[src/rtl/irq_timer_pkg.sv]
// Shared types for the interrupt timer bank.
//   cmd_op_e   : command encoding carried on cmd_op
//   ch_state_e : per-channel state machine encoding
package irq_timer_pkg;

  typedef enum logic [1:0] {
    OP_START        = 2'd0,
    OP_STOP         = 2'd1,
    OP_SET_PRESCALE = 2'd2,
    OP_NOP          = 2'd3
  } cmd_op_e;

  typedef enum logic {
    CH_IDLE = 1'b0,
    CH_RUN  = 1'b1
  } ch_state_e;

endpackage

[src/rtl/irq_timer_channel.sv]
// One countdown timer channel with a sticky interrupt request.
// Ports:
//   clk, RESET          : clock, synchronous active-high reset
//   tick                : shared prescaler enable; the count moves only on ticks
//   start, stop         : one-cycle command strobes for this channel
//   periodic, load      : mode and load value latched on start
//   ack                 : clears irq at the next edge (an expiry on that edge wins)
//   irq                 : registered sticky interrupt request
//   irq_nxt             : value irq takes at the next edge (lets the top register irq_any)
//   running             : channel is in CH_RUN
module irq_timer_channel
  import irq_timer_pkg::*;
#(
  parameter int CNT_W = 16
) (
  input  logic             clk,
  input  logic             RESET,
  input  logic             tick,
  input  logic             start,
  input  logic             stop,
  input  logic             periodic,
  input  logic [CNT_W-1:0] load,
  input  logic             ack,
  output logic             irq,
  output logic             irq_nxt,
  output logic             running
);

  ch_state_e        state, state_nxt;
  logic [CNT_W-1:0] count, count_nxt;
  logic [CNT_W-1:0] load_q, load_nxt;
  logic             per_q, per_nxt;
  logic             expire;

  // NOTE: sequential state is updated with non-blocking assignments so every
  // register samples the pre-edge values of its neighbours.
  always_ff @(posedge clk) begin
    if (RESET) begin
      state  <= CH_IDLE;
      count  <= '0;
      load_q <= '0;
      per_q  <= 1'b0;
      irq    <= 1'b0;
    end else begin
      state  <= state_nxt;
      count  <= count_nxt;
      load_q <= load_nxt;
      per_q  <= per_nxt;
      irq    <= irq_nxt;
    end
  end

  // NOTE: every output of this block gets a default first, so no path can
  // leave a variable unassigned and infer a latch.
  always_comb begin
    state_nxt = state;
    count_nxt = count;
    load_nxt  = load_q;
    per_nxt   = per_q;
    expire    = 1'b0;

    // START takes priority over everything, including an expiry due on the
    // same edge: the pending expiry is simply discarded.
    if (start) begin
      state_nxt = CH_RUN;
      count_nxt = load;
      load_nxt  = load;
      per_nxt   = periodic;
    end else begin
      unique case (state)
        CH_IDLE: ;
        CH_RUN: begin
          if (stop) begin
            state_nxt = CH_IDLE;          // count frozen, irq untouched
          end else if (tick) begin
            if (count == '0) begin
              expire = 1'b1;
              if (per_q) count_nxt = load_q;
              else       state_nxt = CH_IDLE;
            end else begin
              count_nxt = count - CNT_W'(1);
            end
          end
        end
        default: state_nxt = CH_IDLE;
      endcase
    end

    // Set beats acknowledge.
    irq_nxt = expire | (irq & ~ack);
  end

  assign running = (state == CH_RUN);

endmodule

[src/rtl/irq_timer_bank.sv]
// Bank of NUM_CH countdown timers sharing one prescaler.
// Ports:
//   clk, RESET        : clock, synchronous active-high reset
//   cmd_valid         : command strobe, always accepted
//   cmd_op            : START / STOP / SET_PRESCALE / NOP
//   cmd_ch            : target channel for START and STOP (out-of-range ignored)
//   cmd_load          : START load value; low PRE_W bits are the SET_PRESCALE divisor
//   cmd_periodic      : START mode, 1 = periodic
//   irq_ack           : per-channel acknowledge
//   irq               : sticky per-channel interrupt requests
//   irq_any           : registered OR of the next-state irq vector
//   running           : per-channel RUN indication
module irq_timer_bank
  import irq_timer_pkg::*;
#(
  parameter int NUM_CH = 4,
  parameter int CNT_W  = 16,
  parameter int PRE_W  = 8,
  localparam int CH_W  = (NUM_CH > 1) ? $clog2(NUM_CH) : 1
) (
  input  logic              clk,
  input  logic              RESET,
  input  logic              cmd_valid,
  input  logic [1:0]        cmd_op,
  input  logic [CH_W-1:0]   cmd_ch,
  input  logic [CNT_W-1:0]  cmd_load,
  input  logic              cmd_periodic,
  input  logic [NUM_CH-1:0] irq_ack,
  output logic [NUM_CH-1:0] irq,
  output logic              irq_any,
  output logic [NUM_CH-1:0] running
);

  logic [PRE_W-1:0]  pre_div;
  logic [PRE_W-1:0]  pre_cnt;
  logic              tick;
  logic              set_pre;
  logic [NUM_CH-1:0] start_vec;
  logic [NUM_CH-1:0] stop_vec;
  logic [NUM_CH-1:0] irq_nxt;

  assign set_pre = cmd_valid && (cmd_op == OP_SET_PRESCALE);
  assign tick    = (pre_cnt == pre_div);

  // Shared prescaler: pre_cnt walks 0..pre_div; a new divisor restarts the phase.
  always_ff @(posedge clk) begin
    if (RESET) begin
      pre_div <= '0;
      pre_cnt <= '0;
    end else if (set_pre) begin
      pre_div <= cmd_load[PRE_W-1:0];
      pre_cnt <= '0;
    end else if (tick) begin
      pre_cnt <= '0;
    end else begin
      pre_cnt <= pre_cnt + PRE_W'(1);
    end
  end

  // One-hot decode; indices at or above NUM_CH match no channel and are dropped.
  for (genvar i = 0; i < NUM_CH; i++) begin : g_ch
    assign start_vec[i] = cmd_valid && (cmd_op == OP_START) && (cmd_ch == CH_W'(i));
    assign stop_vec[i]  = cmd_valid && (cmd_op == OP_STOP)  && (cmd_ch == CH_W'(i));

    irq_timer_channel #(.CNT_W(CNT_W)) u_ch (
      .clk      (clk),
      .RESET    (RESET),
      .tick     (tick),
      .start    (start_vec[i]),
      .stop     (stop_vec[i]),
      .periodic (cmd_periodic),
      .load     (cmd_load),
      .ack      (irq_ack[i]),
      .irq      (irq[i]),
      .irq_nxt  (irq_nxt[i]),
      .running  (running[i])
    );
  end

  // Registered from the next-state vector so irq_any lines up with irq.
  always_ff @(posedge clk) begin
    if (RESET) irq_any <= 1'b0;
    else       irq_any <= |irq_nxt;
  end

endmodule
[config.mk]
export PLATFORM = sky130hd
export DESIGN_NAME = irq_timer_bank
export DESIGN_NICKNAME = d
export VERILOG_FILES = /design/src/rtl/irq_timer_pkg.sv /design/src/rtl/irq_timer_channel.sv /design/src/rtl/irq_timer_bank.sv
export SDC_FILE = /design/constraint.sdc
export NUM_CORES = 1
export LEC_CHECK = 0
export ABC_CLOCK_PERIOD_IN_PS = 3300
export CAP_MARGIN = 20
export CORE_MARGIN = 3
export CORE_UTILIZATION = 47
export DETAILED_ROUTE_END_ITERATION = 12
export PLACE_DENSITY = 0.7
export SETUP_SLACK_MARGIN = 0.1
export SLEW_MARGIN = 10
export SYNTH_ARGS = -nofsm -noshare
export SYNTH_HDL_FRONTEND = slang
export SYNTH_HIERARCHICAL = 1
export SYNTH_SLANG_ARGS = --single-unit
[constraint.sdc]
create_clock -name clk -period 3.3 [get_ports clk]
set_input_delay 0.495 -clock clk [delete_from_list [all_inputs] [get_ports clk]]
set_output_delay 0.495 -clock clk [all_outputs]
set_load 0.005 [all_outputs]
==> results of run 1 <==
-- logic make-up (layout without fill, tap and decap cells) --
| family | count (synthesis) | after routing | synth area share (%) |
|---|---|---|---|
| buf+inv | 139 | 157 | 6.93 |
| mux | 56 | 56 | 6.44 |
| simple gates | 362 | 362 | 21.4 |
| compound gates | 310 | 310 | 26.5 |
| flops | 157 | 157 | 35.1 |
| xor+xnor | 24 | 24 | 2.35 |
| fa+ha+maj | 9 | 9 | 1.26 |
-- layer usage --
metal,global-route usage [%],share of wire [%]
met1,33.0,47
met2,37.9,46
met3,5.06,5.5
met4,7.93,2.1
met5,0,0
-- state kept, by name (all words and copies together), names as in the netlist --
| register | count |
|---|---|
| irq_any | 1 |
| g_ch.u_ch/running | 4 |
| g_ch.u_ch/count | 64 |
| g_ch.u_ch/load_q | 64 |
| g_ch.u_ch/irq | 4 |
| g_ch.u_ch/per_q | 4 |
| pre_div | 8 |
| pre_cnt | 8 |
-- stage by stage --
stage,setup WS (ns),cells
2_1_floorplan,0.443,1057
5_1_grt,0.371,1304
3_3_place_gp,0.491,1273
3_5_place_dp,0.478,1273
6_report,0.551,1304
4_1_cts,0.564,1304
-- power breakdown --
part           internal (W)  total, W  switching, W
combinational      0.000300  0.000803      0.000503
sequential          0.00193   0.00198     0.0000435
clock               0.00119   0.00194      0.000756
total               0.00342   0.00472       0.00130
-- worst min-delay path, delay by kind of cell (launching register included) --
| kind | cells | cell delay (ns) |
|---|---|---|
| AO/OA/AOI/OAI | 1 | 0.06 |
| flip-flops | 1 | 0.31 |
| AND/OR/NAND/NOR | 1 | 0.06 |
-- cell type report --
cell class	instances	area share [%]
clock buffer	25	4.93
clock inverter	6	0.834
inverter	64	2.39
multi-input combinational	761	51.9
sequential	157	31.3
tap	229	2.85
timing repair buffer	62	5.87
-- cell usage after synthesis, types with 11 or more instances --
master / count / area (um^2)
dfxtp_1: 157 / 3140
nor2_1: 113 / 424
a21oi_1: 87 / 435
inv_1: 64 / 240
nand2_1: 64 / 240
mux2i_1: 49 / 490
clkbuf_1: 40 / 150
o21ai_0: 38 / 190
nand2b_1: 29 / 181
nand3_1: 29 / 145
nor3_1: 25 / 125
or4_1: 22 / 165
a221oi_1: 20 / 175
a221oi_2: 20 / 300
a31oi_1: 16 / 100
o31ai_1: 15 / 113
or3_1: 15 / 93.8
a21o_1: 14 / 105
buf_1: 14 / 52.6
o32ai_1: 14 / 123
xor2_1: 13 / 114
nor4_1: 12 / 75.1
o211ai_1: 12 / 90.1
xnor2_1: 11 / 96.3
-- worst min path at each step --
stage                             from  cells after the start                       to
2_1_floorplan               pre_cnt[0]                      1               pre_cnt[0]
3_3_place_gp    g_ch[0].u_ch/load_q[2]                      2   g_ch[0].u_ch/load_q[2]
3_5_place_dp    g_ch[1].u_ch/load_q[4]                      2   g_ch[1].u_ch/load_q[4]
4_1_cts         g_ch[1].u_ch/load_q[4]                      2   g_ch[1].u_ch/load_q[4]
5_1_grt        g_ch[3].u_ch/load_q[13]                      2  g_ch[3].u_ch/load_q[13]
6_report        g_ch[1].u_ch/load_q[4]                      2   g_ch[1].u_ch/load_q[4]
==> impl_metrics.py, run 1 <==
metrics = {
    "run_status": {
        "status": "finished clean",
    },
    "drt": {
        "dr_total_vias": 8084,
        "wl_per_cell_um": 18.9,
        "drt_pass1_iterations": 5,
        "drt-initial-drc-count": 795,
        "vias_per_cell": 6.20,
        "ant_nets": 0,
        "route.detailed.drc": 0,
        "wirelength_um": 24600,
    },
    "final_layout": {
        "syn_to_final_growth_pct": 12.3,
        "layout_commonest_cell": "dfxtp_1",
        "multiInputGateArea_um2": 5220,
        "register_area_um2": 3140,
        "design_area_um2": 10100,
        "postLayoutCoreUtil_pct": 54.9,
        "final_cell_mix": "157 x dfxtp_1, 111 x nor2_1, 87 x a21oi_1",
        "drive_gt1_share_pct": 11.3,
        "diodes": 0,
        "num-nets-final": 1100,
        "fillCellCount": 1644,
    },
    "setup_path": {
        "timing.rr.end": "g_ch[1].u_ch/count[15]",
        "reg2reg_from": "g_ch[1].u_ch/count[7]",
        "critPathRequiredTime_ns": 3.63,
        "r2r_cells": 5,
        "path_depth": 5,
        "critical_path_buf_inv_count": 0,
        "path_cells": "or4_1, or3_1, o21ai_1, nor4_1, a2111oi_4",
        "max_stage_delay_ns": 0.71,
        "cp-endpoint": "g_ch[1].u_ch/count[15]",
        "arrival_ns": 3.08,
        "startpoint_type": "flip-flop",
        "critPathTopFamily": "simple AND/OR/NAND/NOR gates",
        "setup.worst_path.end_class": "flip-flop",
        "ff2ff_setup_slack_ns": 0.55,
        "crit_start": "g_ch[1].u_ch/count[7]",
        "cp_max_fo": 11,
        "slowest_stage": "or4_1",
        "path_class": "flip-flop to flip-flop",
    },
    "floorplanning": {
        "die_x_um": 144,
        "rows": 49,
        "coreArea_um2": 18300,
        "ios": 37,
        "die-area_um2": 20700,
        "die_h_um": 144,
        "initial_core_util_pct": 48.8,
    },
    "clock_tree": {
        "root_buffer": "clkbuf_16",
        "path_clk_slew_ns": 0.06,
        "cts_max_level": 4,
        "clkLatencyLatePin_ns": 0.43,
        "hold_buffers": 0,
        "cts_buffer_depth": 2,
        "cts_tree": "done",
        "ctsResizeCount": 0,
        "post_cts_buffers": 0,
        "numCtsBuffers": 17,
        "cts_sinks": 157,
    },
    "global_routing": {
        "grt_overflow_total": 0,
        "grt_pass1_vias": 7375,
        "grt_first_pass_wirelength_um": 39200,
        "grt_max_degree": 56,
        "antenna_found_initial": 0,
        "grt_util_all_layers_pct": 24.1,
    },
    "sta": {
        "hold_viol_final": 0,
        "slew_headroom_pct": 43.2,
        "holdWs_ns": 0.471,
        "fin_skew_ns": 0.00925,
        "slew_viol_final": 0,
        "finalCritPeriodShare_pct": 83.3,
        "rsz0062_at_grt": "false",
        "fin_crit_ns": 2.75,
        "setup_viol": 0,
        "worst_slew_pin_slew_ns": 0.840,
        "clock.fmax_mhz": 364,
        "finalSetupTns_ns": 0,
    },
    "logic_synthesis": {
        "yosysSeqAreaShare_pct": 35.1,
        "synth_nets": 1094,
        "syn_area_um2": 8950,
        "syn_inst": 1057,
        "ys_warn_count": 6,
        "synth_edf_count": 0,
        "async_flop_share_pct": 0,
        "ys.flop_type": "dfxtp_1",
        "synth_area_per_cell_um2": 8.47,
        "ys_ff_latch": 157,
        "ys_types": 71,
    },
    "power": {
        "power_density_nw_per_um2": 470,
        "power_w": 0.00472,
        "ir_worst_vdd_mv": 0.363,
        "p_leak_nw": 3.80,
    },
    "place": {
        "routabilityCongestion": 0.886,
        "dp.final_hpwl_um": 16200,
        "port_buffers": 36,
        "placed_area_um2": 9480,
    },
    "run": {
        "drv_cap": 0,
    },
    "hold_path": {
        "hold_path_class": "flip-flop to flip-flop",
    },
}
Power figures use the tool's default switching activity.
==> run 2, diff against run 1 <==
--- a/config.mk
+++ b/config.mk
@@ -5,7 +5,7 @@
 export SDC_FILE = /design/constraint.sdc
 export NUM_CORES = 1
 export LEC_CHECK = 0
-export ABC_CLOCK_PERIOD_IN_PS = 3300
+export ABC_CLOCK_PERIOD_IN_PS = 2800
 export CAP_MARGIN = 20
 export CORE_MARGIN = 3
 export CORE_UTILIZATION = 47
==> constraint.sdc (replaced) <==
create_clock -name clk -period 2.8 [get_ports clk]
set_input_delay 0.42 -clock clk [delete_from_list [all_inputs] [get_ports clk]]
set_output_delay 0.42 -clock clk [all_outputs]
set_load 0.005 [all_outputs]
==> run 2 against run 1 <==
Cell count up 2.0%. Die area unchanged. Utilization grew 1.0 points. Sequential cell count stayed put. Via count rose by 1.5%. Clock skew grew 0.0017 ns. Critical endpoint is now g_ch[3].u_ch/count[10]. Largest cell class unchanged.
==> impl_metrics.py, run 2 (synthesized netlist as in run 1, its figures left out) <==
metrics = {
    "run_status": {
        "status": "finished clean",
    },
    "setup_path": {
        "slowest_stage": "or4_4",
        "startpoint_type": "flip-flop",
        "setup.worst_path.end_class": "flip-flop",
        "path_cells": "inv_1, ha_1, or4b_1, or4_4, buf_4, a211o_1, a221oi_2",
        "max_stage_delay_ns": 0.65,
        "path_class": "flip-flop to flip-flop",
        "critPathRequiredTime_ns": 3.13,
        "cp_max_fo": 9,
        "ff2ff_setup_slack_ns": 0.22,
        "arrival_ns": 2.91,
    },
    "sta": {
        "holdWs_ns": 0.471,
        "fin_crit_ns": 2.58,
        "hold_viol_final": 0,
        "fin_skew_ns": 0.0110,
        "rsz0062_at_grt": "false",
        "slew_headroom_pct": 55.5,
        "worst_slew_pin_slew_ns": 0.666,
        "finalSetupTns_ns": 0,
        "setup_viol": 0,
        "slew_viol_final": 0,
        "clock.fmax_mhz": 388,
        "finalCritPeriodShare_pct": 92.1,
    },
    "final_layout": {
        "diodes": 0,
        "fillCellCount": 1611,
        "design_area_um2": 10200,
        "largest_registers": "g_ch.u_ch/count: 64 flops, g_ch.u_ch/load_q: 64 flops",
        "syn_to_final_growth_pct": 14.4,
        "layout_commonest_cell": "dfxtp_1",
        "drive_gt1_share_pct": 13.9,
        "final_cell_count_no_fill": 1330,
        "num-nets-final": 1126,
        "final_cell_mix": "157 x dfxtp_1, 111 x nor2_1, 87 x a21oi_1",
    },
    "place": {
        "dp.final_hpwl_um": 16600,
        "routabilityCongestion": 0.918,
        "dp.cells": 1294,
        "port_buffers": 36,
        "placed_area_um2": 9640,
    },
    "clock_tree": {
        "root_buffer": "clkbuf_16",
        "clkLatencyLatePin_ns": 0.42,
        "path_clk_slew_ns": 0.06,
        "hold_buffers": 0,
        "cts_buffer_depth": 2,
        "cts_max_level": 4,
        "numCtsBuffers": 17,
        "cts_sinks": 157,
        "cts_tree": "done",
    },
    "global_routing": {
        "grt_util_all_layers_pct": 24.4,
        "grt_first_pass_wirelength_um": 40200,
        "grt_overflow_total": 0,
        "antenna_found_initial": 0,
        "grt_pass1_vias": 7581,
        "grt_max_degree": 56,
    },
    "drt": {
        "ant_nets": 0,
        "wl_per_cell_um": 18.7,
        "dr_total_vias": 8202,
        "drt-initial-drc-count": 767,
        "vias_per_cell": 6.17,
        "drt_pass1_iterations": 5,
        "route.detailed.drc": 0,
        "wirelength_um": 24900,
    },
    "floorplanning": {
        "die_x_um": 144,
        "ios": 37,
        "rows": 49,
        "die_h_um": 144,
        "initial_core_util_pct": 48.8,
        "coreArea_um2": 18300,
        "die-area_um2": 20700,
    },
    "hold_path": {
        "hold_path_class": "flip-flop to flip-flop",
    },
    "power": {
        "power_w": 0.00556,
        "p_leak_nw": 3.91,
        "ir_worst_vdd_mv": 0.498,
        "power_density_nw_per_um2": 543,
    },
    "run": {
        "drv_cap": 0,
    },
}
run 2: cell count changes in the layout (fill, tap and decap cells not counted), sizes merged:
cell      before  now
buf           27   53
clkinvlp       0    5
clkbuf        25   21
bufinv         2    1
run 2: metal layers:
metal	track usage (%)	vias to the layer above	part of all wire (%)	routed length, um
li1	-	3979	-	-
met2	38.6	247	46	11400
met3	4.27	34	6.3	1570
met5	0	-	0	0
met1	34.0	3942	46	11400
met4	7.88	0	2.3	574
run 2: worst max-delay path: cells and delay by family (launching register included):
| kind | cells | cell delay [ns] |
|---|---|---|
| adder cells (fa/ha/maj) | 1 | 0.21 |
| AND/OR/NAND/NOR | 2 | 1.17 |
| AO/OA/AOI/OAI | 2 | 0.48 |
| flip-flops | 1 | 0.31 |
| buffers and inverters | 2 | 0.32 |
run 2: repair_timing:
| item | CTS | global route |
|---|---|---|
| resized for setup | 0 | 1 |
| hold endpoints to repair | 0 | 0 |
| setup buffers | 0 | 5 |
| endpoints found under the setup margin | 0 | 9 |
run 2: layout make-up:
class                           instances  area [um^2]  area share [%]
Timing Repair Buffer                   88          786            7.67
Clock inverter                         10         91.3           0.891
Tap cell                              229          287            2.80
Inverter                               64          240            2.34
Multi-Input combinational cell        761         5230            51.0
Sequential cell                       157         3140            30.7
Clock buffer                           21          470            4.59
run 2: path summary, 6_finish.rpt:
path / startpoint / end / cells after the start
setup / recovery: g_ch[3].u_ch/count[0] / g_ch[3].u_ch/count[10] / 7
setup reg to reg: g_ch[3].u_ch/count[0] / g_ch[3].u_ch/count[10] / 7
hold reg to reg: g_ch[0].u_ch/load_q[2] / g_ch[0].u_ch/load_q[2] / 2
hold / removal: g_ch[0].u_ch/load_q[2] / g_ch[0].u_ch/load_q[2] / 2
run 2: per-stage QoR:
stage          util, %  worst slack [ns]
4_1_cts           55.7             0.209
5_1_grt           55.9             0.126
2_1_floorplan        -             0.228
3_3_place_gp      52.6            0.0683
6_report          55.9             0.222
3_5_place_dp      52.6            0.0731
run 2: report_power, final:
group	leakage, nW	switching, W	internal [W]	total [W]
combinational	2.38	0.000610	0.000411	0.00102
sequential	1.27	0.0000503	0.00228	0.00233
clock	0.263	0.000930	0.00128	0.00221
==> run 3, diff against run 2 <==
--- a/config.mk
+++ b/config.mk
@@ -6,8 +6,9 @@
 export NUM_CORES = 1
 export LEC_CHECK = 0
 export ABC_CLOCK_PERIOD_IN_PS = 2800
-export CAP_MARGIN = 20
-export CORE_MARGIN = 3
+export CAP_MARGIN = 10
+export CORE_ASPECT_RATIO = 1.2
+export CORE_MARGIN = 8
 export CORE_UTILIZATION = 47
 export DETAILED_ROUTE_END_ITERATION = 12
 export PLACE_DENSITY = 0.7
==> run 3 against run 2 <==
Maximum frequency up 1.0%. Worst hold slack worse by 0.0013 ns. Register-to-register slack better by 0.03 ns. Wire length down 2.2%. Cell count up 1.7%. Die area up 14%. Total power up 3.6%. Clock skew down 0.0024 ns. Sequential power about the same. Count of clock-buffer cells in the layout down 3. Critical path type unchanged.
==> impl_metrics.py, run 3 (synthesized netlist as in run 1, its figures left out) <==
metrics = {
    "setup_path": {
        "crit_start": "g_ch[3].u_ch/count[0]",
        "setup.worst_path.end_class": "flip-flop",
        "cp_max_fo": 21,
        "ff2ff_setup_slack_ns": 0.25,
        "cp-endpoint": "irq_any",
        "timing.rr.end": "irq_any",
        "r2r_cells": 7,
        "critPathRequiredTime_ns": 3.17,
        "reg2reg_from": "g_ch[3].u_ch/count[0]",
        "arrival_ns": 2.92,
        "path_class": "flip-flop to flip-flop",
        "startpoint_type": "flip-flop",
    },
    "clock_tree": {
        "cts_buffer_depth": 2,
        "root_buffer": "clkbuf_16",
        "hold_buffers": 0,
        "cts_tree": "done",
        "numCtsBuffers": 17,
        "clkLatencyLatePin_ns": 0.43,
        "cts_max_level": 4,
        "cts_sinks": 157,
        "path_clk_slew_ns": 0.06,
        "post_cts_buffers": 0,
    },
    "sta": {
        "hold_viol_final": 0,
        "holdWs_ns": 0.470,
        "clock.fmax_mhz": 392,
        "finalCritPeriodShare_pct": 91.1,
        "slew_viol_final": 0,
        "fin_skew_ns": 0.00862,
        "slew_headroom_pct": 54.9,
        "setup_ws_ns": 0.248,
        "rsz0062_at_grt": "false",
        "worst_slew_pin_slew_ns": 0.674,
        "setup_viol": 0,
        "fin_crit_ns": 2.55,
    },
    "global_routing": {
        "grt_first_pass_wirelength_um": 39500,
        "grt_overflow_total": 0,
        "antenna_found_initial": 0,
        "grt_util_all_layers_pct": 20.5,
        "grt_pass1_vias": 7579,
        "grt_max_degree": 58,
    },
    "final_layout": {
        "drive_gt1_share_pct": 13.8,
        "syn_to_final_growth_pct": 15.3,
        "fillCellCount": 1715,
        "num-nets-final": 1121,
        "postLayoutCoreUtil_pct": 55.0,
        "layout_commonest_cell": "dfxtp_1",
        "diodes": 0,
        "design_area_um2": 10300,
        "largest_registers": "g_ch.u_ch/count: 64 flops, g_ch.u_ch/load_q: 64 flops",
        "final_cell_mix": "157 x dfxtp_1, 111 x nor2_1, 87 x a21oi_1",
    },
    "floorplanning": {
        "die_h_um": 167,
        "die_x_um": 142,
        "ios": 37,
        "initial_core_util_pct": 47.7,
        "die-area_um2": 23700,
        "rows": 55,
        "coreArea_um2": 18800,
    },
    "run": {
        "drv_cap": 0,
    },
    "drt": {
        "ant_nets": 0,
        "dr_total_vias": 8145,
        "route.detailed.drc": 0,
        "drt_pass1_iterations": 5,
        "wl_per_cell_um": 18.0,
        "drt-initial-drc-count": 889,
        "vias_per_cell": 6.02,
        "wirelength_um": 24300,
    },
    "run_status": {
        "status": "finished clean",
    },
    "power": {
        "power_density_nw_per_um2": 558,
        "ir_worst_vdd_mv": 0.503,
        "p_leak_nw": 3.92,
        "power_w": 0.00576,
    },
    "place": {
        "pre_cts_ws_ns": -0.129,
        "dp.final_hpwl_um": 16400,
        "port_buffers": 36,
        "routabilityCongestion": 0.939,
        "placed_area_um2": 9690,
    },
    "hold_path": {
        "hold_path_class": "flip-flop to flip-flop",
    },
}
run 3: power breakdown:
part,switching (W),internal (W),leakage [nW]
sequential,0.0000504,0.00228,1.27
combinational,0.000597,0.000379,2.35
clock,0.000966,0.00149,0.296
total,0.00161,0.00415,3.92
run 3: cell type report:
cell class                      instances  area [um^2]  share of cell area [%]
Inverter                               64          240                    2.33
Sequential cell                       157         3140                    30.4
Clock inverter                         14          193                    1.87
Timing Repair Buffer                   83          761                    7.37
Tap cell                              256          320                    3.10
Multi-Input combinational cell        761         5240                    50.8
Clock buffer                           18          429                    4.16
run 3: layer usage:
layer	global-route usage [%]	part of all wire [%]	vias up
met4	6.46	1.4	0
met5	0	0	-
met3	3.04	4.2	26
met2	34.0	49	218
met1	26.7	46	3938
li1	-	-	3963
run 3: how the worst min path moves through the flow:
| stage | slack [ns] | end | depth (start not counted) | from |
|---|---|---|---|---|
| 6_report | 0.47 | g_ch[0].u_ch/load_q[2] | 2 | g_ch[0].u_ch/load_q[2] |
| 3_3_place_gp | 0.45 | pre_cnt[0] | 1 | pre_cnt[0] |
| 3_5_place_dp | 0.46 | g_ch[0].u_ch/load_q[2] | 2 | g_ch[0].u_ch/load_q[2] |
| 2_1_floorplan | 0.44 | pre_cnt[0] | 1 | pre_cnt[0] |
| 5_1_grt | 0.48 | g_ch[1].u_ch/load_q[2] | 2 | g_ch[1].u_ch/load_q[2] |
| 4_1_cts | 0.47 | g_ch[0].u_ch/load_q[2] | 2 | g_ch[0].u_ch/load_q[2] |
run 3: critical path, stage by stage, from the launching register on:
cell	delay (ns)
dfxtp_1	0.34
inv_1	0.11
ha_1	0.18
or4b_1	0.51
or4_4	0.69
o32ai_2	0.44
nor4_1	0.10
nor2_1	0.10
run 3: per-stage QoR:
stage / setup TNS, ns / std cells
after floorplan: 0 / 1057
final: 0 / 1353
after CTS: 0 / 1353
after global placement: -0.0137 / 1321
after global routing: 0 / 1353
after detailed placement: -0.498 / 1321
run 3: repair_timing:
item	CTS	global route
setup endpoints to repair	6	8
pin swaps	0	0
resized for setup	1	2
gates cloned	0	0
